`config.mk`:
```
export PLATFORM = sky130hd
export DESIGN_NAME = alu_divider_iterative
export DESIGN_NICKNAME = d
export VERILOG_FILES = /design/src/rtl/alu_divider_iterative.sv
export SDC_FILE = /design/constraint.sdc
export NUM_CORES = 1
export LEC_CHECK = 0
export BUFFER_PORTS_ARGS = -buffer_cell sky130_fd_sc_hd__buf_2
export CORE_ASPECT_RATIO = 1.2
export CORE_MARGIN = 10
export CORE_UTILIZATION = 62
export CTS_BUF_LIST = sky130_fd_sc_hd__clkbuf_4
export CTS_CLUSTER_SIZE = 40
export DETAILED_ROUTE_END_ITERATION = 6
export PLACE_DENSITY = 0.85
export SLEW_MARGIN = 5
export SYNTH_ARGS = -nofsm -noshare
export SYNTH_HDL_FRONTEND = slang
export SYNTH_SLANG_ARGS = --single-unit
```
`constraint.sdc`:
```
create_clock -name i_clk -period 7.81 [get_ports i_clk]
set_input_delay 1.562 -clock i_clk [delete_from_list [all_inputs] [get_ports i_clk]]
set_output_delay 1.562 -clock i_clk [all_outputs]
set_load 0.01 [all_outputs]
```
`src/rtl/alu_divider_iterative.sv`:
```
// ---------------------------------------------------------------------------
// alu_divider_iterative
//   Multi-cycle restoring radix-2 divider for the RV32M DIV, DIVU, REM and
//   REMU operations. It uses the integer ALU select codes 28..31. An
//   operation is issued with i_start while the unit is idle. o_busy stays
//   high until the o_done pulse, and o_rd holds the result until the next
//   accepted issue.
//
// Ports
//   i_clk    rising-edge clock
//   i_rst_n  asynchronous active-low reset
//   i_start  issue request, sampled only while idle
//   i_sel    operation code (28=DIV 29=DIVU 30=REM 31=REMU), captured on issue
//   i_rs1    dividend, captured on issue
//   i_rs2    divisor, captured on issue
//   o_busy   high from the cycle after issue through the done cycle
//   o_done   one-cycle result-valid pulse
//   o_rd     result, valid from the done cycle until the next issue
// ---------------------------------------------------------------------------
module alu_divider_iterative #(
  parameter int Width = 32,
  parameter int CntW  = 6
) (
  input  logic             i_clk,
  input  logic             i_rst_n,
  input  logic             i_start,
  input  logic [4:0]       i_sel,
  input  logic [Width-1:0] i_rs1,
  input  logic [Width-1:0] i_rs2,
  output logic             o_busy,
  output logic             o_done,
  output logic [Width-1:0] o_rd
);

  localparam logic [4:0] SelDiv  = 5'd28;
  localparam logic [4:0] SelDivu = 5'd29;
  localparam logic [4:0] SelRem  = 5'd30;
  localparam logic [4:0] SelRemu = 5'd31;

  typedef enum logic [1:0] {
    S_IDLE = 2'd0,
    S_CALC = 2'd1,
    S_SIGN = 2'd2,
    S_FIN  = 2'd3
  } state_t;

  state_t            r_state;
  logic [CntW-1:0]   r_cnt;
  logic [Width-1:0]  r_rem;
  logic [Width-1:0]  r_quo;
  logic [Width-1:0]  r_dvs;
  logic              r_is_rem;
  logic              r_qneg;
  logic              r_rneg;
  logic              r_busy;
  logic              r_done;
  logic [Width-1:0]  r_rd;

  logic              w_signed;
  logic              w_is_rem;
  logic              w_valid;
  logic              w_div_zero;
  logic              w_ovf;
  logic [Width-1:0]  w_abs1;
  logic [Width-1:0]  w_abs2;
  logic [Width-1:0]  w_special;
  logic [Width:0]    w_shift;
  logic [Width:0]    w_diff;
  logic              w_ge;
  logic [Width-1:0]  w_rem_next;
  logic [Width-1:0]  w_quo_next;
  logic [Width-1:0]  w_q_fix;
  logic [Width-1:0]  w_r_fix;
  logic [Width-1:0]  w_result;

  // Issue-time decode: operation class, absolute operands, special-case results.
  always_comb begin
    w_signed   = (i_sel == SelDiv) || (i_sel == SelRem);
    w_is_rem   = (i_sel == SelRem) || (i_sel == SelRemu);
    w_valid    = w_signed || (i_sel == SelDivu) || (i_sel == SelRemu);
    w_div_zero = (i_rs2 == {Width{1'b0}});
    w_ovf      = w_signed && (i_rs1 == {1'b1, {(Width-1){1'b0}}})
                          && (i_rs2 == {Width{1'b1}});
    w_abs1     = i_rs1;
    w_abs2     = i_rs2;
    w_special  = {Width{1'b0}};
    if (w_signed && i_rs1[Width-1]) begin
      w_abs1 = ~i_rs1 + Width'(1);
    end else begin
      w_abs1 = i_rs1;
    end
    if (w_signed && i_rs2[Width-1]) begin
      w_abs2 = ~i_rs2 + Width'(1);
    end else begin
      w_abs2 = i_rs2;
    end
    // Divide by zero takes priority; signed overflow cannot have a zero divisor.
    if (!w_valid) begin
      w_special = {Width{1'b0}};
    end else if (w_div_zero) begin
      w_special = w_is_rem ? i_rs1 : {Width{1'b1}};
    end else if (w_ovf) begin
      w_special = w_is_rem ? {Width{1'b0}} : i_rs1;
    end else begin
      w_special = {Width{1'b0}};
    end
  end

  // One restoring step plus the final sign fix-up and result selection.
  always_comb begin
    // Trial subtract is one bit wider than the operands so its sign bit is the borrow.
    w_shift    = {r_rem, r_quo[Width-1]};
    w_diff     = w_shift - {1'b0, r_dvs};
    w_ge       = ~w_diff[Width];
    w_rem_next = w_shift[Width-1:0];
    w_quo_next = {r_quo[Width-2:0], w_ge};
    if (w_ge) begin
      w_rem_next = w_diff[Width-1:0];
    end else begin
      w_rem_next = w_shift[Width-1:0];
    end
    if (r_qneg) begin
      w_q_fix = ~r_quo + Width'(1);
    end else begin
      w_q_fix = r_quo;
    end
    if (r_rneg) begin
      w_r_fix = ~r_rem + Width'(1);
    end else begin
      w_r_fix = r_rem;
    end
    if (r_is_rem) begin
      w_result = w_r_fix;
    end else begin
      w_result = w_q_fix;
    end
  end

  // Control FSM, datapath registers and registered outputs.
  always_ff @(posedge i_clk or negedge i_rst_n) begin
    if (!i_rst_n) begin
      r_state  <= S_IDLE;
      r_cnt    <= {CntW{1'b0}};
      r_rem    <= {Width{1'b0}};
      r_quo    <= {Width{1'b0}};
      r_dvs    <= {Width{1'b0}};
      r_is_rem <= 1'b0;
      r_qneg   <= 1'b0;
      r_rneg   <= 1'b0;
      r_busy   <= 1'b0;
      r_done   <= 1'b0;
      r_rd     <= {Width{1'b0}};
    end else begin
      case (r_state)
        S_IDLE: begin
          r_done <= 1'b0;
          if (i_start) begin
            r_busy   <= 1'b1;
            r_is_rem <= w_is_rem;
            // Sign flags only matter for the op class that consumes them.
            r_qneg   <= w_signed && !w_is_rem && (i_rs1[Width-1] ^ i_rs2[Width-1]);
            r_rneg   <= w_signed && w_is_rem && i_rs1[Width-1];
            r_rem    <= {Width{1'b0}};
            r_quo    <= w_abs1;
            r_dvs    <= w_abs2;
            r_cnt    <= CntW'(Width - 1);
            if (!w_valid || w_div_zero || w_ovf) begin
              r_rd    <= w_special;
              r_done  <= 1'b1;
              r_state <= S_FIN;
            end else begin
              r_state <= S_CALC;
            end
          end else begin
            r_busy <= 1'b0;
          end
        end
        S_CALC: begin
          r_rem <= w_rem_next;
          r_quo <= w_quo_next;
          if (r_cnt == {CntW{1'b0}}) begin
            r_state <= S_SIGN;
          end else begin
            r_cnt <= r_cnt - CntW'(1);
          end
        end
        S_SIGN: begin
          r_rd    <= w_result;
          r_done  <= 1'b1;
          r_state <= S_FIN;
        end
        S_FIN: begin
          r_done  <= 1'b0;
          r_busy  <= 1'b0;
          r_state <= S_IDLE;
        end
        default: begin
          r_done  <= 1'b0;
          r_busy  <= 1'b0;
          r_state <= S_IDLE;
        end
      endcase
    end
  end

  assign o_busy = r_busy;
  assign o_done = r_done;
  assign o_rd   = r_rd;

endmodule

```
; Word level (Yosys, flattened, before mapping)
; Cells that the tools add are included.
[totals]
in_bits = 72
word_cells = 94
register_bits = 141
output_inout_bits = 34
[classes]
reduce_logical = 28
mux = 30
n_addsub = 6
eq_ne = 13
bitwise = 6
[ops]
columns = op, n
row1 = $mux W32, 15
row2 = $pmux W32 S2, 3
row3 = $add A32 B1 Y32 const B, 4
row4 = $not A32 Y32, 4
row5 = $eq A32 B32 Y1 const B, 2
row6 = $sub A33 B32 Y33, 1
row7 = $logic_not A32 Y1, 1
row8 = $eq A5 B5 Y1 const B, 4
row9 = $mux W6, 2
row10 = $pmux W6 S2, 1
row11 = $logic_and A1 B1 Y1, 8
row12 = $ne A2 B2 Y1 const B, 4
row13 = $pmux W2 S4, 1
row14 = $logic_not A6 Y1, 1
row15 = $logic_or A1 B1 Y1, 6
row16 = $mux W2, 3
row17 = $reduce_and A2 Y1, 3
row18 = $reduce_and A3 Y1, 2
row19 = $reduce_bool A2 Y1, 3
row20 = $sub A6 B1 Y6 const B, 1
row21 = $eq A2 B2 Y1 const B, 2
row22 = $mux W1, 3
row23 = $pmux W1 S3, 1
row24 = $reduce_bool A3 Y1, 1
row25 = 6 further kinds, 7

; Depth between registers and ports, before layout
[depth]
ltp_word = 10
ltp_mapped = 13
ltp_nobuf = 12

; Least setup slack after synthesis
; OpenSTA, ideal clock, no wires.
[synth_path]
kind = input to register
start = input port i_rs1[0]
end = register r_rd[11], in the netlist o_rd[11]
path_buffers = 1
path_stages = 11
setup_time_ns = 0.082
t_required_ns = 7.728
slack_ns = 3.762
arrival_ns = 3.966
path_cell_list = inv_1 ha_1 or3b_2 nor3_1 nand3_1 nor3_2 nand2b_1 a211o_1 buf_6 o21bai_1 a31oi_1
[synth_between]
elab_chain_len = 9
word_cells_on_any_way = 12
classes_between = 2 x eq/ne / 6 x mux / 4 x reduce/logical
[synth_rtl]
columns = item, line
row1 = "start, declared", 28  ; input logic [Width-1:0] i_rs1,
row2 = $eq A32 B32 Y1 (*), 82  ; w_ovf = w_signed && (i_rs1 == {1'b1, {(Width-1){1'b0}}})
row3 = $logic_and A1 B1 Y1 (*), 82
row4 = $logic_and A1 B1 Y1 (*), 83  ; && (i_rs2 == {Width{1'b1}});
row5 = $mux W32, 102  ; end else if (w_ovf) begin
row6 = $mux W32, 100  ; end else if (w_div_zero) begin
row7 = $mux W32, 98  ; if (!w_valid) begin
row8 = $mux W32, 167  ; if (!w_valid || w_div_zero || w_ovf) begin
row9 = $mux W32, 157  ; if (i_start) begin
row10 = $pmux W32 S2, 154  ; case (r_state)
row11 = "end signal, assigned", 152  ; r_rd <= {Width{1'b0}};
row12 = "end signal, assigned", 168  ; r_rd <= w_special;
row13 = "end signal, assigned", 188  ; r_rd <= w_result;
row14 = "end, declared", 57  ; logic [Width-1:0] r_rd;
; Mark *: on every way between the ends. The rest lies on a longest branch, timed or not. The select of a mux whose other input is x is not followed.
; A chain may end at the register's enable or synchronous reset.

; Worst setup path in the final report
[layout_path]
start = input port i_rs1[0]
end = register r_rd[27], in the netlist o_rd[27]
; Same word-level chain as after synthesis.

==> flow_summary.toml <==
[timing]
setup_viol = 0
clock.fmax_ghz = 0.226
holdWs_ps = 492
maxSlewViolCount = 0
fin_setup_tns_ps = 0
skew_ps = 23.9
max-slew-margin-rel_pct = 30.5
rsz0062_at_grt = "false"
fin_crit_sh_pct = 56.7
setup_ws_ps = 3380
fin_crit_ps = 4430
worst_pin_slew_ps = 1040
hold_viol = 0

[clock_network]
numClockSinks = 141
numCtsBuffers = 17
ctsResizeCount = 0
cts-hold-fix-buffers = 0
clk_pin_slew_worst_paths_ps = 130
cts_post_setup_buffers_inserted = 0
clkLatencyLatePin_ps = 590
cts_htree_levels = 4
cts_tree = "yes"
cts_max_path_buffers = 2
clockRootBuffer = "clkbuf_4"

[global_routing]
grt_pass1_wl_um = 50600
grt-ovfl-total = 0
antenna_found_initial = 1
grt_max_degree = 79
grt_pass1_vias = 10000
grt_usage_pct = 25.6

[logic_synthesis]
synth-seq-cells = 141
synth_cells = 1431
yosysUniqueCellTypes = 61
synth_edf_count = 0
synth_common_cells = "nand2_1 (187), o21ai_0 (158), dfrtp_1 (141), nor2_1 (123), a21oi_1 (109)"
synth.avg_cell_area_sq_um = 7.82
synth_top_area_share_pct = 31.5
async_flop_share_pct = 100
ys_warn_count = 0
synth-main-ff-cell = "dfrtp_1"
yosys.area.top_type = "dfrtp_1"
synth_fp_nets = 1548
ys_seq_area_share_pct = 31.5
synthesis.area_sq_mm = 0.0112
synth_area_leaders = "dfrtp_1 (32%), o21ai_0 (7.1%), xor2_1 (6.5%)"
yosysMostFrequentCell = "nand2_1"

[floorplanning]
core_region_area_sq_mm = 0.0176
die_area_sq_mm = 0.0238
io_pins = 106
die_y_um = 167
rows = 53
die_w_um = 143
start_util_pct = 63.4

[job]
max_cap_viol_count = 0

[route]
viasPerCell = 6.28
drc = 0
vias = 10700
routed_wl_um = 31100
wire_per_inst_um = 18.1
first_iter_violations = 1121
drtPass1Iterations = 7
ant_nets = 0

[power_and_ir_drop]
irDropWorstVdd_uv = 245
leakagePower_nw = 5.19
powerDensity_mw_per_mm2 = 439
total_power_mw = 5.31

[setup_path]
crit_buf_inv = 2
slowest_stage = "a211o_1"
cp-start-kind = "input pin"
cp-startpoint = "i_rs1[0]"
reg2reg_from = "r_quo[31]"
max_stage_delay_ps = 670
cp_max_fo = 32
required_ps = 8330
arrival_ps = 4940
crit_family = "simple AND/OR/NAND/NOR gates"
worstPathCellList = "buf_2 > inv_1 > ha_1 > or3b_2 > nor3_1 > nand3_1 > nor3_2 > nand2b_1 > a211o_1 > o21bai_1 > a31oi_1"
cp-end-kind = "register"
r2r_slack_ps = 4180
path_class = "in -> reg"

[placed_design]
dp_hpwl_um = 23200
portBuffers = 105
post-place-ws_ps = 2840
gp_congestion = 0.971

[cells_and_area]
fin_util_pct = 68.6
num-fill-cells = 1499
layout.nets = 1594
layout-drive-gt1-share_pct = 11.1
area_growth_pct = 8.08
multi_input_area_sq_mm = 0.00712
regArea_sq_mm = 0.00353

[run_status]
status = "finished clean"

[hold_path]
hold_path_class = "reg -> reg"
hold_start = "r_dvs[19]"
[metal layers]
layer  GRT usage, %  up-vias  part of all wire [%]
li1               -     5174                     -
met1           32.1     4960                    41
met2           41.8      502                    47
met3           4.95      102                   7.6
met4           11.5        0                   4.0
met5              0        -                     0
[area by class of cell]
cell class	count	share of cell area, %
Antenna cell	1	0.0207
Clock buffer	17	1.06
Clock inverter	15	1.81
Inverter	60	1.86
Multi-Input combinational cell	1143	58.9
Sequential cell	141	29.2
Tap cell	220	2.28
Timing Repair Buffer	114	4.95
[worst paths after layout]
check	endpoint	depth (start not counted)
max in group asynchronous	r_quo[22]	2
min in group asynchronous	r_quo[6]	1
min	r_dvs[19]	2
max	o_rd[27]	11
max reg2reg	r_rem[28]	13
min reg2reg	r_dvs[19]	2
[cell families (layout without fill, tap and decap cells)]
logic type / after synthesis / after routing / share of synthesized area, %
flip-flops: 141 / 141 / 31.5
XOR/XNOR: 149 / 149 / 11.7
AO/OA/AOI/OAI: 448 / 448 / 24.0
multiplexers: 39 / 39 / 3.51
buffers and inverters: 147 / 206 / 5.20
AND/OR/NAND/NOR: 462 / 462 / 18.9
other: 0 / 1 / 0
adder cells (fa/ha/maj): 45 / 45 / 5.10
[where the power goes]
part | switching [mW] | internal, mW
clock | 0.290 | 0.286
sequential | 0.389 | 1.07
combinational | 1.95 | 1.32
total | 2.63 | 2.68
[metrics by stage]
step / std cells / cell area [sq um]
2_1_floorplan: 1431 / 11200
3_3_place_gp: 1678 / 11700
3_5_place_dp: 1678 / 11700
4_1_cts: 1710 / 12100
5_1_grt: 1711 / 12100
6_report: 1711 / 12100
[state kept, by name (all words and copies together) (netlist names)]
name      count
r_rneg        1
r_cnt         6
o_rd         32
r_rem        32
r_quo        32
o_done        1
r_qneg        1
r_is_rem      1
r_state       2
o_busy        1
r_dvs        32
[worst reg2reg max path, delay by kind of cell, from the launching register on]
family	cells	cell delay [ps]
AO/OA/AOI/OAI	5	1010
XOR/XNOR	1	150
adder cells (fa/ha/maj)	2	630
buffers and inverters	2	600
flip-flops	1	380
AND/OR/NAND/NOR	3	750
[placed cells by master, fill, tap and decap left out, types with 28 or more instances in the layout]
cell,instances
a21oi_1,109
a31oi_1,28
buf_2,104
dfrtp_1,141
ha_1,43
inv_1,60
mux2i_1,37
nand2_1,186
nor2_1,123
o21ai_0,158
o31ai_1,36
xnor2_1,65
xor2_1,83
Power figures use the tool's default switching activity.
